**src/rtl/klein_sched_pkg.sv**
```systemverilog
// klein_sched_pkg: shared types and widths for the klein_64 request scheduler.
//   state_e   - scheduler FSM states
//   BLK_W     - plaintext / ciphertext width
//   KEY_W     - key width
//   ID_W      - requester index width (up to 8 requesters)
//   wd_width  - watchdog counter width able to hold the timeout value
package klein_sched_pkg;

    localparam int unsigned BLK_W = 64;
    localparam int unsigned KEY_W = 64;
    localparam int unsigned ID_W  = 3;

    typedef enum logic [2:0] {
        StIdle,
        StStart,
        StWaitLo,
        StWaitHi,
        StResp
    } state_e;

    function automatic int unsigned wd_width(input int unsigned timeout);
        int unsigned w;
        w = $clog2(timeout + 1);
        return (w < 1) ? 1 : w;
    endfunction

endpackage

```
**src/rtl/klein_sched_rr_arbiter.sv**
```systemverilog
// rr_arbiter: combinational round-robin arbiter.
//   req  - request vector
//   ptr  - index of the last winner; the search starts at ptr+1 (mod N_REQ)
//   en   - when low no grant is issued
//   gnt  - one-hot grant
//   idx  - encoded index of the granted requester (0 when nothing is granted)
module rr_arbiter
    import klein_sched_pkg::*;
#(
    parameter int unsigned N_REQ = 2
) (
    input  logic [N_REQ-1:0] req,
    input  logic [ID_W-1:0]  ptr,
    input  logic             en,
    output logic [N_REQ-1:0] gnt,
    output logic [ID_W-1:0]  idx
);

    logic found;

    // Walk the requesters in priority order ptr+1, ptr+2, ... ptr; first hit wins.
    always_comb begin
        gnt   = '0;
        idx   = '0;
        found = 1'b0;
        for (int off = 1; off <= int'(N_REQ); off++) begin
            for (int i = 0; i < int'(N_REQ); i++) begin
                if (en && !found && req[i] && (((int'(ptr) + off) % int'(N_REQ)) == i)) begin
                    found  = 1'b1;
                    gnt[i] = 1'b1;
                    idx    = ID_W'(i);
                end
            end
        end
    end

endmodule

```
**src/rtl/klein_sched.sv**
```systemverilog
// klein_sched: round-robin scheduler in front of a single klein_64 encryption core.
//   ck, rst              - clock, synchronous active-high reset
//   req_valid/req_ready  - per-requester handshake; req_ready is the one-hot grant in IDLE
//   req_inp, req_key     - packed plaintexts/keys, requester i owns bits [64i +: 64]
//   rsp_valid/rsp_ready  - response handshake
//   rsp_id, rsp_data     - answered requester index and ciphertext (0 on abort)
//   rsp_err              - set when the watchdog aborted the job
//   core_start           - one-cycle start pulse to the core
//   core_inp, core_key   - operands held stable for the core until the next accept
//   core_ready, core_out - core done level and ciphertext
module klein_sched
    import klein_sched_pkg::*;
#(
    parameter int unsigned N_REQ   = 2,
    parameter int unsigned TIMEOUT = 63
) (
    input  logic                   ck,
    input  logic                   rst,
    input  logic [N_REQ-1:0]       req_valid,
    input  logic [BLK_W*N_REQ-1:0] req_inp,
    input  logic [KEY_W*N_REQ-1:0] req_key,
    output logic [N_REQ-1:0]       req_ready,
    output logic                   rsp_valid,
    input  logic                   rsp_ready,
    output logic [ID_W-1:0]        rsp_id,
    output logic [BLK_W-1:0]       rsp_data,
    output logic                   rsp_err,
    output logic                   core_start,
    output logic [BLK_W-1:0]       core_inp,
    output logic [KEY_W-1:0]       core_key,
    input  logic                   core_ready,
    input  logic [BLK_W-1:0]       core_out
);

    localparam int unsigned     WD_W    = wd_width(TIMEOUT);
    localparam logic [WD_W-1:0] WD_MAX  = WD_W'(TIMEOUT);
    localparam logic [ID_W-1:0] PTR_RST = ID_W'(N_REQ - 1);

    state_e           state;
    logic [ID_W-1:0]  ptr;
    logic [WD_W-1:0]  wd;
    logic [WD_W-1:0]  wd_inc;
    logic             wd_expire;
    logic [N_REQ-1:0] gnt;
    logic [ID_W-1:0]  gnt_idx;
    logic [BLK_W-1:0] sel_inp;
    logic [KEY_W-1:0] sel_key;

    rr_arbiter #(
        .N_REQ(N_REQ)
    ) u_arb (
        .req(req_valid),
        .ptr(ptr),
        .en (state == StIdle),
        .gnt(gnt),
        .idx(gnt_idx)
    );

    // Grant only exists in IDLE and only for a valid requester, so a grant is the handshake.
    assign req_ready = gnt;

    // Expiry fires on the cycle the count would reach TIMEOUT, so the response
    // lands exactly TIMEOUT+1 cycles after the start pulse.
    assign wd_inc    = wd + 1'b1;
    assign wd_expire = (wd_inc == WD_MAX);

    always_comb begin
        sel_inp = '0;
        sel_key = '0;
        for (int i = 0; i < int'(N_REQ); i++) begin
            if (gnt[i]) begin
                sel_inp = req_inp[BLK_W*i +: BLK_W];
                sel_key = req_key[KEY_W*i +: KEY_W];
            end
        end
    end

    always_ff @(posedge ck) begin
        if (rst) begin
            state      <= StIdle;
            ptr        <= PTR_RST;
            wd         <= '0;
            rsp_valid  <= 1'b0;
            rsp_id     <= '0;
            rsp_data   <= '0;
            rsp_err    <= 1'b0;
            core_start <= 1'b0;
            core_inp   <= '0;
            core_key   <= '0;
        end else begin
            unique case (state)
                StIdle: begin
                    if (|gnt) begin
                        core_inp   <= sel_inp;
                        core_key   <= sel_key;
                        rsp_id     <= gnt_idx;
                        ptr        <= gnt_idx;
                        core_start <= 1'b1;
                        state      <= StStart;
                    end
                end
                StStart: begin
                    core_start <= 1'b0;
                    wd         <= '0;
                    state      <= StWaitLo;
                end
                // The core may still hold ready from its previous job; wait for it to drop.
                StWaitLo: begin
                    wd <= wd_inc;
                    if (wd_expire) begin
                        rsp_data  <= '0;
                        rsp_err   <= 1'b1;
                        rsp_valid <= 1'b1;
                        state     <= StResp;
                    end else if (!core_ready) begin
                        state <= StWaitHi;
                    end
                end
                StWaitHi: begin
                    wd <= wd_inc;
                    if (core_ready) begin
                        rsp_data  <= core_out;
                        rsp_err   <= 1'b0;
                        rsp_valid <= 1'b1;
                        state     <= StResp;
                    end else if (wd_expire) begin
                        rsp_data  <= '0;
                        rsp_err   <= 1'b1;
                        rsp_valid <= 1'b1;
                        state     <= StResp;
                    end
                end
                StResp: begin
                    if (rsp_ready) begin
                        rsp_valid <= 1'b0;
                        state     <= StIdle;
                    end
                end
                default: begin
                    state <= StIdle;
                end
            endcase
        end
    end

endmodule
```
**config.mk**
```make
export PLATFORM = sky130hd
export DESIGN_NAME = klein_sched
export DESIGN_NICKNAME = d
export VERILOG_FILES = /design/src/rtl/klein_sched_pkg.sv /design/src/rtl/klein_sched_rr_arbiter.sv /design/src/rtl/klein_sched.sv
export SDC_FILE = /design/constraint.sdc
export NUM_CORES = 1
export LEC_CHECK = 0
export ABC_AREA = 0
export CAP_MARGIN = 25
export CORE_AREA = 8 8 198 200
export DETAILED_ROUTE_END_ITERATION = 8
export DIE_AREA = 0 0 206 208
export GPL_TIMING_DRIVEN = 0
export PLACE_DENSITY_LB_ADDON = 0.2
export SLEW_MARGIN = 30
export SYNTH_ARGS = -nofsm -noshare
export SYNTH_HDL_FRONTEND = slang
export SYNTH_SLANG_ARGS = --single-unit
```
**constraint.sdc**
```tcl
create_clock -name ck -period 1.79 [get_ports ck]
set_input_delay 0.4475 -clock ck [delete_from_list [all_inputs] [get_ports ck]]
set_output_delay 0.4475 -clock ck [all_outputs]
set_load 0.05 [all_outputs]
```
-- After elaboration in Yosys (flattened, before gate mapping)
Index checks and enable logic that the tools add are counted.
- eq/ne operators: 11
- reduce and logical (&&, ||, !) cells: 27
- bitwise operators: 2
- $add $sub $neg: 3
- multiplexer cells: 33
- operators with widths (operator ; number):
    $mux W64 ; 6
    $pmux W64 S2 ; 1
    $logic_not A32 Y1 ; 2
    $mux W3 ; 6
    $mux W1 ; 15
    $pmux W3 S5 ; 1
    $pmux W6 S2 ; 1
    $logic_and A1 B1 Y1 ; 11
    $add A6 B1 Y6 const B ; 1
    $eq A3 B2 Y1 const B ; 2
    $eq A6 B6 Y1 const B ; 1
    $ne A3 B3 Y1 const B ; 2
    $reduce_and A2 Y1 ; 3
    $reduce_bool A2 Y1 ; 3
    $eq A2 B2 Y1 const B ; 2
    $ne A2 B2 Y1 const B ; 2
    $pmux W1 S2 ; 2
    $reduce_and A4 Y1 ; 1
    $reduce_or A2 Y1 ; 2
    $eq A3 B1 Y1 const B ; 1
    $eq A3 B3 Y1 const B ; 1
    $logic_not A1 Y1 ; 3
    $logic_not A3 Y1 ; 1
    $pmux W1 S3 ; 1
    3 further kinds ; 5
- output and inout port bits: 200
- logic and storage cells: 86
- bits in registers: 206
- input bits: 326

-- Longest topological paths before layout
Gate-level depths: netlist of run 1.
- word-level depth: 23
- depth in mapped cells: 8
- mapped depth without buffers: 6

-- Hierarchy
From an unflattened synthesis of run 1, not the netlist that was laid out.
- cell total of the unflattened synthesis: 996
- area, all modules: 8582.0 um^2
- by module, submodules not included (module ; times used ; cells each ; sequential area each (um^2) ; area each (um^2)):
    klein_sched ; 1 ; 987 ; 4164.0 ; 8536.9
    rr_arbiter ; 1 ; 9 ; 0.0 ; 45.0

-- Least setup slack after synthesis of run 1
OpenSTA, ideal clock, no wires.
- path kind: flip-flop to output port
- start: reg state[0]
- end: out req_ready[1]
- cell stages (with the launch flop): 6
- slack: 0.153 ns
- data required time: 1.342 ns
- arrival time: 1.190 ns
- path buffers: 2
- cell sequence: dfxtp_1 buf_4 nor3_4 nand3_1 inv_2 buf_2
- word-level cells in the longest chain between the ends: 19
- elaborated cells between the ends (all ways): 20
- those cells by class: mux (5); reduce/logical (15)
- ends and longest elaborated chain (what ; line ; source):
    start, declared ; klein_sched.sv:39 ; state_e state;
    start signal, assigned ; klein_sched.sv:80 ; state <= StIdle;
    start signal, assigned ; klein_sched.sv:99 ; state <= StStart;
    start signal, assigned ; klein_sched.sv:105 ; state <= StWaitLo;
    $logic_not A3 Y1 (*) ; klein_sched.sv:54 ; .en (state == StIdle),
    $logic_and A1 B1 Y1 (2 in a row) ; klein_sched_rr_arbiter.sv:28 ; if (en && !found && req[i] && (((int'(ptr) + off) % int'(N_REQ)) == i)) begin
    $mux W1 ; klein_sched_rr_arbiter.sv:28 ;
    $logic_not A1 Y1 ; klein_sched_rr_arbiter.sv:28 ;
    $logic_and A1 B1 Y1 (3 in a row) ; klein_sched_rr_arbiter.sv:28 ;
    $mux W1 ; klein_sched_rr_arbiter.sv:28 ;
    $logic_not A1 Y1 ; klein_sched_rr_arbiter.sv:28 ;
    $logic_and A1 B1 Y1 (3 in a row) ; klein_sched_rr_arbiter.sv:28 ;
    $mux W1 ; klein_sched_rr_arbiter.sv:28 ;
    $logic_not A1 Y1 ; klein_sched_rr_arbiter.sv:28 ;
    $logic_and A1 B1 Y1 (3 in a row) ; klein_sched_rr_arbiter.sv:28 ;
    $mux W1 (*) ; klein_sched_rr_arbiter.sv:28 ;
    end, declared ; klein_sched.sv:22 ; output logic [N_REQ-1:0] req_ready,
Mark *: on every way between the ends. The rest lies on a longest branch, timed or not.

-- Final worst setup path of run 1
- start: reg state[1]
- end: out req_ready[1]
Same word-level chain as after synthesis.

==> results of run 1 <==
[flip-flops by register name (all words and copies together), names as in the netlist]
signal,flops
core_start,1
state,3
ptr,1
rsp_valid,1
rsp_err,1
rsp_id,1
wd,6
core_inp,64
rsp_data,64
core_key,64
[final timing paths]
check,endpoint,from,slack [ns]
hold / removal,state[1],rst,0.47
setup reg to reg,core_key[11],state[1],-0.16
hold reg to reg,rsp_id[0],rsp_id[0],0.47
setup / recovery,req_ready[1],state[1],-0.29
[Yosys cell counts]
| cell type | instances | area share |
|---|---|---|
| nand2_1 | 264 | 0.10 |
| dfxtp_1 | 206 | 0.43 |
| nor2_1 | 139 | 0.055 |
| a21oi_1 | 138 | 0.073 |
| a311oi_2 | 80 | 0.13 |
| a311oi_1 | 48 | 0.044 |
| clkbuf_1 | 46 | 0.018 |
| a211oi_1 | 42 | 0.033 |
| buf_2 | 42 | 0.022 |
| a211oi_2 | 23 | 0.030 |
| buf_4 | 13 | 0.010 |
| buf_6 | 11 | 0.013 |
| nand3_1 | 4 | 0.0021 |
| nor3_1 | 4 | 0.0021 |
| inv_1 | 3 | 0.0012 |
| o21a_1 | 3 | 0.0024 |
| o21ai_0 | 3 | 0.0016 |
| a22oi_1 | 2 | 0.0016 |
| buf_1 | 2 | 0.00079 |
| ha_1 | 2 | 0.0026 |
| mux2_2 | 2 | 0.0024 |
| nand2b_1 | 2 | 0.0013 |
| o31ai_1 | 2 | 0.0016 |
| xor2_1 | 2 | 0.0018 |
| a211o_1 | 1 | 0.00092 |
| a221oi_1 | 1 | 0.00092 |
| a2bb2oi_1 | 1 | 0.00092 |
| a31o_2 | 1 | 0.00092 |
| and2_1 | 1 | 0.00066 |
| and3_1 | 1 | 0.00066 |
| and3_4 | 1 | 0.0012 |
| and3b_1 | 1 | 0.00092 |
| conb_1 | 1 | 0.00039 |
| inv_2 | 1 | 0.00039 |
| nor2_2 | 1 | 0.00066 |
| nor2b_1 | 1 | 0.00066 |
| nor3_4 | 1 | 0.0017 |
| nor3b_1 | 1 | 0.00079 |
| nor4_1 | 1 | 0.00066 |
| o21bai_1 | 1 | 0.00079 |
| o22ai_1 | 1 | 0.00066 |
| or2_2 | 1 | 0.00066 |
| or4b_2 | 1 | 0.0011 |
[power groups by stage]
stage          Sequential, W  Clock [W]  Combinational, W
6_report             0.00664    0.00552            0.0151
5_1_grt              0.00681    0.00583            0.0161
4_1_cts              0.00665    0.00567            0.0151
3_5_place_dp         0.00668          0            0.0149
3_3_place_gp         0.00663          0            0.0149
2_1_floorplan         0.0109          0           0.00530
[routing by layer]
layer  global-route usage  vias to the layer above
met5                    0                        -
met4               0.0472                       16
li1                     -                     5074
met1                0.235                     5082
met3               0.0906                       74
met2                0.381                      386
[final cells by class]
class	instances	area [µm²]	share of cell area
Sequential cell	206	4140	0.247
Inverter	4	15.0	0.000898
Antenna cell	5	12.5	0.000749
Tap cell	468	586	0.0350
Clock buffer	41	798	0.0478
Multi-Input combinational cell	779	4820	0.288
Clock inverter	7	93.8	0.00561
Buffer	112	827	0.0495
Timing Repair Buffer	534	5430	0.325
[tightest hold or removal path, stage by stage]
cell and delay [ns]:
clkbuf_2 0.27, or4b_2 0.19, o31ai_1 0.06
[logic make-up (layout without fill, tap and decap cells)]
logic type / count (synthesis) / in the layout / share of synthesized area
simple gates: 424 / 424 / 0.174
mux: 2 / 2 / 0.00237
fa+ha+maj: 2 / 2 / 0.00263
xor+xnor: 2 / 2 / 0.00184
other cells: 1 / 7 / 0.000394
flops: 206 / 206 / 0.434
compound gates: 347 / 347 / 0.319
buf+inv: 118 / 698 / 0.0659
[what timing repair did]
item                                    in CTS  in global routing
endpoints found under the hold margin        0                  0
endpoints found under the setup margin     386                204
resized for setup                          705                 70
pin swaps                                    3                  2
setup buffers                                9                  3
[per-stage QoR]
step / hold slack [ns] / TNS, ns / cell area [µm²] / std cells / power [W]
after floorplan: 0.450 / 0 / 9510 / 1103 / 0.0162
after global placement: 0.445 / -119.55 / 15300 / 2093 / 0.0215
after detailed placement: 0.467 / -128.27 / 15300 / 2093 / 0.0216
after CTS: 0.448 / -0.965 / 16600 / 2148 / 0.0274
after global routing: 0.472 / -29.37 / 16700 / 2154 / 0.0287
final: 0.472 / -13.41 / 16700 / 2156 / 0.0273
==> metrics.csv, run 1 <==
stage;metric;value;unit
setup_path;Worst EP required;1.34;ns
final_layout;Syn-to-layout area delta;75.8;%
setup_path;CP max-delay cell;dfxtp_4;
synth;average cell area after synthesis;8.63;µm²
setup_path;crit path capture type;output port;
route;ANT nets after route;0;
synth;sequential share of the synthesized area;0.434;
clocking;clk_lat worst skew;0.54;ns
pwr;clock power share;0.202;
placed_design;HPWL after DPL;38500;µm
die;initial core utilization;0.263;
final_layout;fraction of layout cells with a size suffix above 1;0.277;
pwr;Internal;0.0143;W
setup_path;worst-path cell chain;nor3_4 > nand3_2 > inv_2 > buf_12 > buf_12;
placed_design;GPL Wtd Cong;0.912;
route;metal2 WL;24100;µm
synth;Synth Register Bits;206;
setup_path;Worst path top cell family by delay;simple AND/OR/NAND/NOR gates;
synth;synth warn;0;
global_route;total track usage;0.215;
route;drt wl/cell;22.6;µm
placed_design;Buffers on Ports;522;
sta;Final setup viols;124;
global_route;initial antenna violation count;12;
global_route;remaining global-route overflow;0;
placed_design;worst slack, placed;-1.21;ns
route;routed vias;10600;
clocking;CTS sink cnt;206;
clocking;hold_buf cts;0;
run;Max-cap violations;0;
sta;Slew Limit Headroom;0.486;
clocking;CTS tree;built;
synth;number of distinct library cells after synthesis;43;
setup_path;worst path arrival time;1.63;ns
setup_path;largest fanout on the critical path;3;
die;Die H;208;µm
die;chip width;206;µm
setup_path;Crit Path Category;flip-flop to output port;
synth;Syn Std Cell Area;9510;µm²
sta;f_max;0.481;GHz
pwr;Max VDD drop;0.734;mV
final_layout;commonest non-fill, non-tap cell in the layout;clkdlybuf4s50_1;
route;uppermost layer routed;met5;
die;row count;70;
final_layout;Fill cells;3563;
route;Pre-Repair DR Iteration Count;5;
clocking;clock-pin slew on the worst setup and hold paths;0.06;ns
setup_path;CP dominant cell by count;buf_12;
die;Die ar.;42800;µm²
sta;setup ws final;-0.289;ns
route;Met1 Routed Length;18400;µm
sta;RSZ-0062 raised after global routing;true;
pwr;power density cells;1630;nW/µm²
sta;fin crit share;1.16;
global_route;first-pass GRT wire length;71100;µm
route;Via density;4.93;
pwr;Switching Share;0.474;
pwr;P_sw;0.0129;W
route;post-route DRC violation count;0;
setup_path;CP Launch Type;flip-flop;
sta;final hold violation count;0;
clocking;Max Root-Sink Buffers;3;
status;failing checks;setup timing;
min_path;Hold Path Class;input pin to flip-flop;
synth;Cells after Synth;1102;
final_layout;post-layout util;0.463;
status;status;complete, but fails checks;
setup_path;CP Depth;5;
final_layout;most frequent cells in the layout;324 x clkdlybuf4s50_1, 264 x nand2_1, 201 x dfxtp_1, 169 x clkdlybuf4s15_2, 139 x nor2_1;
route;met3 routed WL;5030;µm
clocking;clock root buffer;clkbuf_16;
clocking;Num CTS Buffers;27;
route;final WL;48700;µm
die;I/O pin cnt;526;
sta;worst-case clock skew;0.00917;ns
die;Core Region;36100;µm²
pwr;share of power burned in registers;0.243;
min_path;hold depth;3;
setup_path;Worst Path Buf+Inv;3;
sta;worst-margin pin slew;0.772;ns
sta;post-layout min period;2.08;ns
pwr;Leakage;6.20;nW
clocking;H-Tree Depth;1;
sta;fin. max-slew vios;0;
final_layout;nets;1992;
pwr;Comb power frac;0.554;
global_route;pin count of the biggest net entering global routing;20;
setup_path;Worst path max stage delay;0.35;ns
route;initial DRC count;421;
setup_path;Worst R2R Path Depth;9;
global_route;vias in the first global route;10800;
Power figures use the tool's default switching activity.
==> run 2, diff against run 1 <==
--- a/config.mk
+++ b/config.mk
@@ -6,8 +6,8 @@
 export NUM_CORES = 1
 export LEC_CHECK = 0
 export ABC_AREA = 0
-export CAP_MARGIN = 25
-export CORE_AREA = 8 8 198 200
+export CAP_MARGIN = 10
+export CORE_AREA = 2 2 204 206
 export DETAILED_ROUTE_END_ITERATION = 8
 export DIE_AREA = 0 0 206 208
 export GPL_TIMING_DRIVEN = 0
==> run 2 against run 1 <==
Compared with the run above:
- the run still ends with setup timing left
- combinational power barely moved
- die area did not move
- setup slack barely moved
- largest power group unchanged
- highest routed layer unchanged
==> metrics.csv, run 2 (same netlist as run 1, synthesis figures left out) <==
stage;metric;value;unit
setup_path;worst-path cell chain;nor3_4 > nand3_2 > inv_2 > buf_12 > buf_12;
sta;post-layout min period;2.08;ns
sta;fin crit share;1.16;
clocking;Num CTS Buffers;26;
route;drt wl/cell;20.7;µm
setup_path;Crit Path Category;flip-flop to output port;
route;ANT nets after route;0;
setup_path;Worst path max stage delay;0.37;ns
route;Pre-Repair DR Iteration Count;5;
sta;f_max;0.481;GHz
global_route;total track usage;0.207;
placed_design;Buffers on Ports;522;
final_layout;Syn-to-layout area delta;75.6;%
route;Via density;4.75;
global_route;busiest layer in global routing;met2;
sta;worst hold slack;0.425;ns
die;Core Region;40600;µm²
final_layout;most frequent cells in the layout;323 x clkdlybuf4s50_1, 264 x nand2_1, 200 x dfxtp_1, 176 x clkdlybuf4s15_2, 139 x nor2_1;
setup_path;CP Launch Type;flip-flop;
sta;worst-case clock skew;0.0251;ns
global_route;remaining global-route overflow;0;
global_route;GRT met2 Usage;0.351;
final_layout;commonest non-fill, non-tap cell in the layout;clkdlybuf4s50_1;
sta;Slew Limit Headroom;0.477;
route;routed vias;10600;
clocking;clk_lat worst skew;0.55;ns
die;I/O pin cnt;526;
setup_path;worst path arrival time;1.63;ns
route;initial DRC count;427;
clocking;Max Root-Sink Buffers;3;
die;row count;74;
setup_path;Worst Path Buf+Inv;3;
final_layout;nets;1994;
sta;Final setup viols;112;
placed_design;GPL Wtd Cong;0.872;
sta;fin. max-slew vios;0;
global_route;met1 Use GR;0.232;
route;final WL;46000;µm
status;status;complete, but fails checks;
clocking;clock-pin slew on the worst setup and hold paths;0.06;ns
pwr;power density cells;1600;nW/µm²
die;Die H;208;µm
status;failing checks;setup timing;
die;chip width;206;µm
die;Die ar.;42800;µm²
clocking;CTS tree;built;
setup_path;largest fanout on the critical path;5;
pwr;Leakage;6.15;nW
setup_path;CP dominant cell by count;buf_12;
setup_path;Worst EP required;1.34;ns
clocking;clock root buffer;clkbuf_16;
sta;final hold violation count;0;
min_path;Hold Path Class;input pin to flip-flop;
sta;RSZ-0062 raised after global routing;true;
sta;worst-margin pin slew;0.785;ns
global_route;first-pass GRT wire length;67400;µm
run;Max-cap violations;0;
global_route;initial antenna violation count;15;
clocking;CTS sink cnt;206;
sta;setup ws final;-0.289;ns
setup_path;Worst path top cell family by delay;simple AND/OR/NAND/NOR gates;
setup_path;crit path capture type;output port;
global_route;M3 GR Usage;0.0830;
setup_path;CP max-delay cell;dfxtp_4;
global_route;vias in the first global route;10800;
placed_design;HPWL after DPL;35500;µm
placed_design;DP Area;15400;µm²
die;initial core utilization;0.234;
route;post-route DRC violation count;0;
final_layout;cell area after layout;16700;µm²
pwr;Max VDD drop;0.730;mV
final_layout;biggest regs;core_inp x64, core_key x64, rsp_data x64;
clocking;H-Tree Depth;1;
final_layout;fraction of layout cells with a size suffix above 1;0.272;
global_route;pin count of the biggest net entering global routing;13;
==> run 2: cell count changes in the layout (fill, tap and decap cells not counted), sizes merged <==
cell,change
buf,-4
clkinv,+2
clkbuf,+3
clkdlybuf4s18,-1
clkdlybuf4s15,+7
bufinv,-2
inv,-1
clkinvlp,-2
dlymetal6s2s,+1
clkdlybuf4s50,-1
diode,+1
==> run 2: final cells by class <==
type | count | area [µm²]
Antenna cell | 6 | 15.0
Buffer | 113 | 758
Clock buffer | 43 | 816
Clock inverter | 4 | 20.0
Fill cell | 4127 | 23900
Inverter | 4 | 15.0
Multi-Input combinational cell | 779 | 4780
Sequential cell | 206 | 4130
Tap cell | 532 | 666
Timing Repair Buffer | 536 | 5490
==> run 2: what timing repair did <==
action                     4_1_cts  5_1_grt
hold buffers                     0        0
gates resized for setup        678       47
pin swaps                        3        2
setup endpoints to repair      396      195
buffers inserted                 8        6
==> run 2: metrics by stage <==
stage                     setup WS (ns)  total power (W)   util  TNS (ns)  instances
after floorplan                   0.153           0.0162      -         0       1103
after global placement            -1.23           0.0215  0.380   -144.11       2157
after detailed placement          -1.22           0.0216  0.380   -150.52       2157
after CTS                        -0.284           0.0269  0.410    -14.02       2211
after global routing             -0.394           0.0283  0.412    -21.45       2222
final                            -0.289           0.0268  0.412     -4.80       2223
==> run 2: worst paths after layout <==
kind / start / endpoint / slack, ns / cells after the start
setup / recovery: state[0] / req_ready[1] / -0.29 / 5
hold / removal: req_valid[0] / core_start / 0.42 / 3
setup reg to reg: state[0] / core_inp[5] / -0.09 / 8
hold reg to reg: rsp_id[0] / rsp_id[0] / 0.47 / 2
==> run 2: worst min-delay path: stages <==
cell            delay, ns
dlymetal6s2s_1       0.19
o21ai_0              0.18
a221oi_1             0.07
==> run 2: power by group <==
group | leakage, nW | total [W] | internal (W) | switching, W
registers | 1.70 | 0.00667 | 0.00590 | 0.000765
clock network | 0.415 | 0.00521 | 0.00308 | 0.00213
logic | 4.04 | 0.0149 | 0.00503 | 0.00988
total | 6.15 | 0.0268 | 0.0140 | 0.0128
==> run 2: layer usage <==
metal  wire length [µm]  share of wire
met1              17500           0.38
met2              22300           0.49
met3               4590           0.10
met4               1450          0.032
met5                 97         0.0021
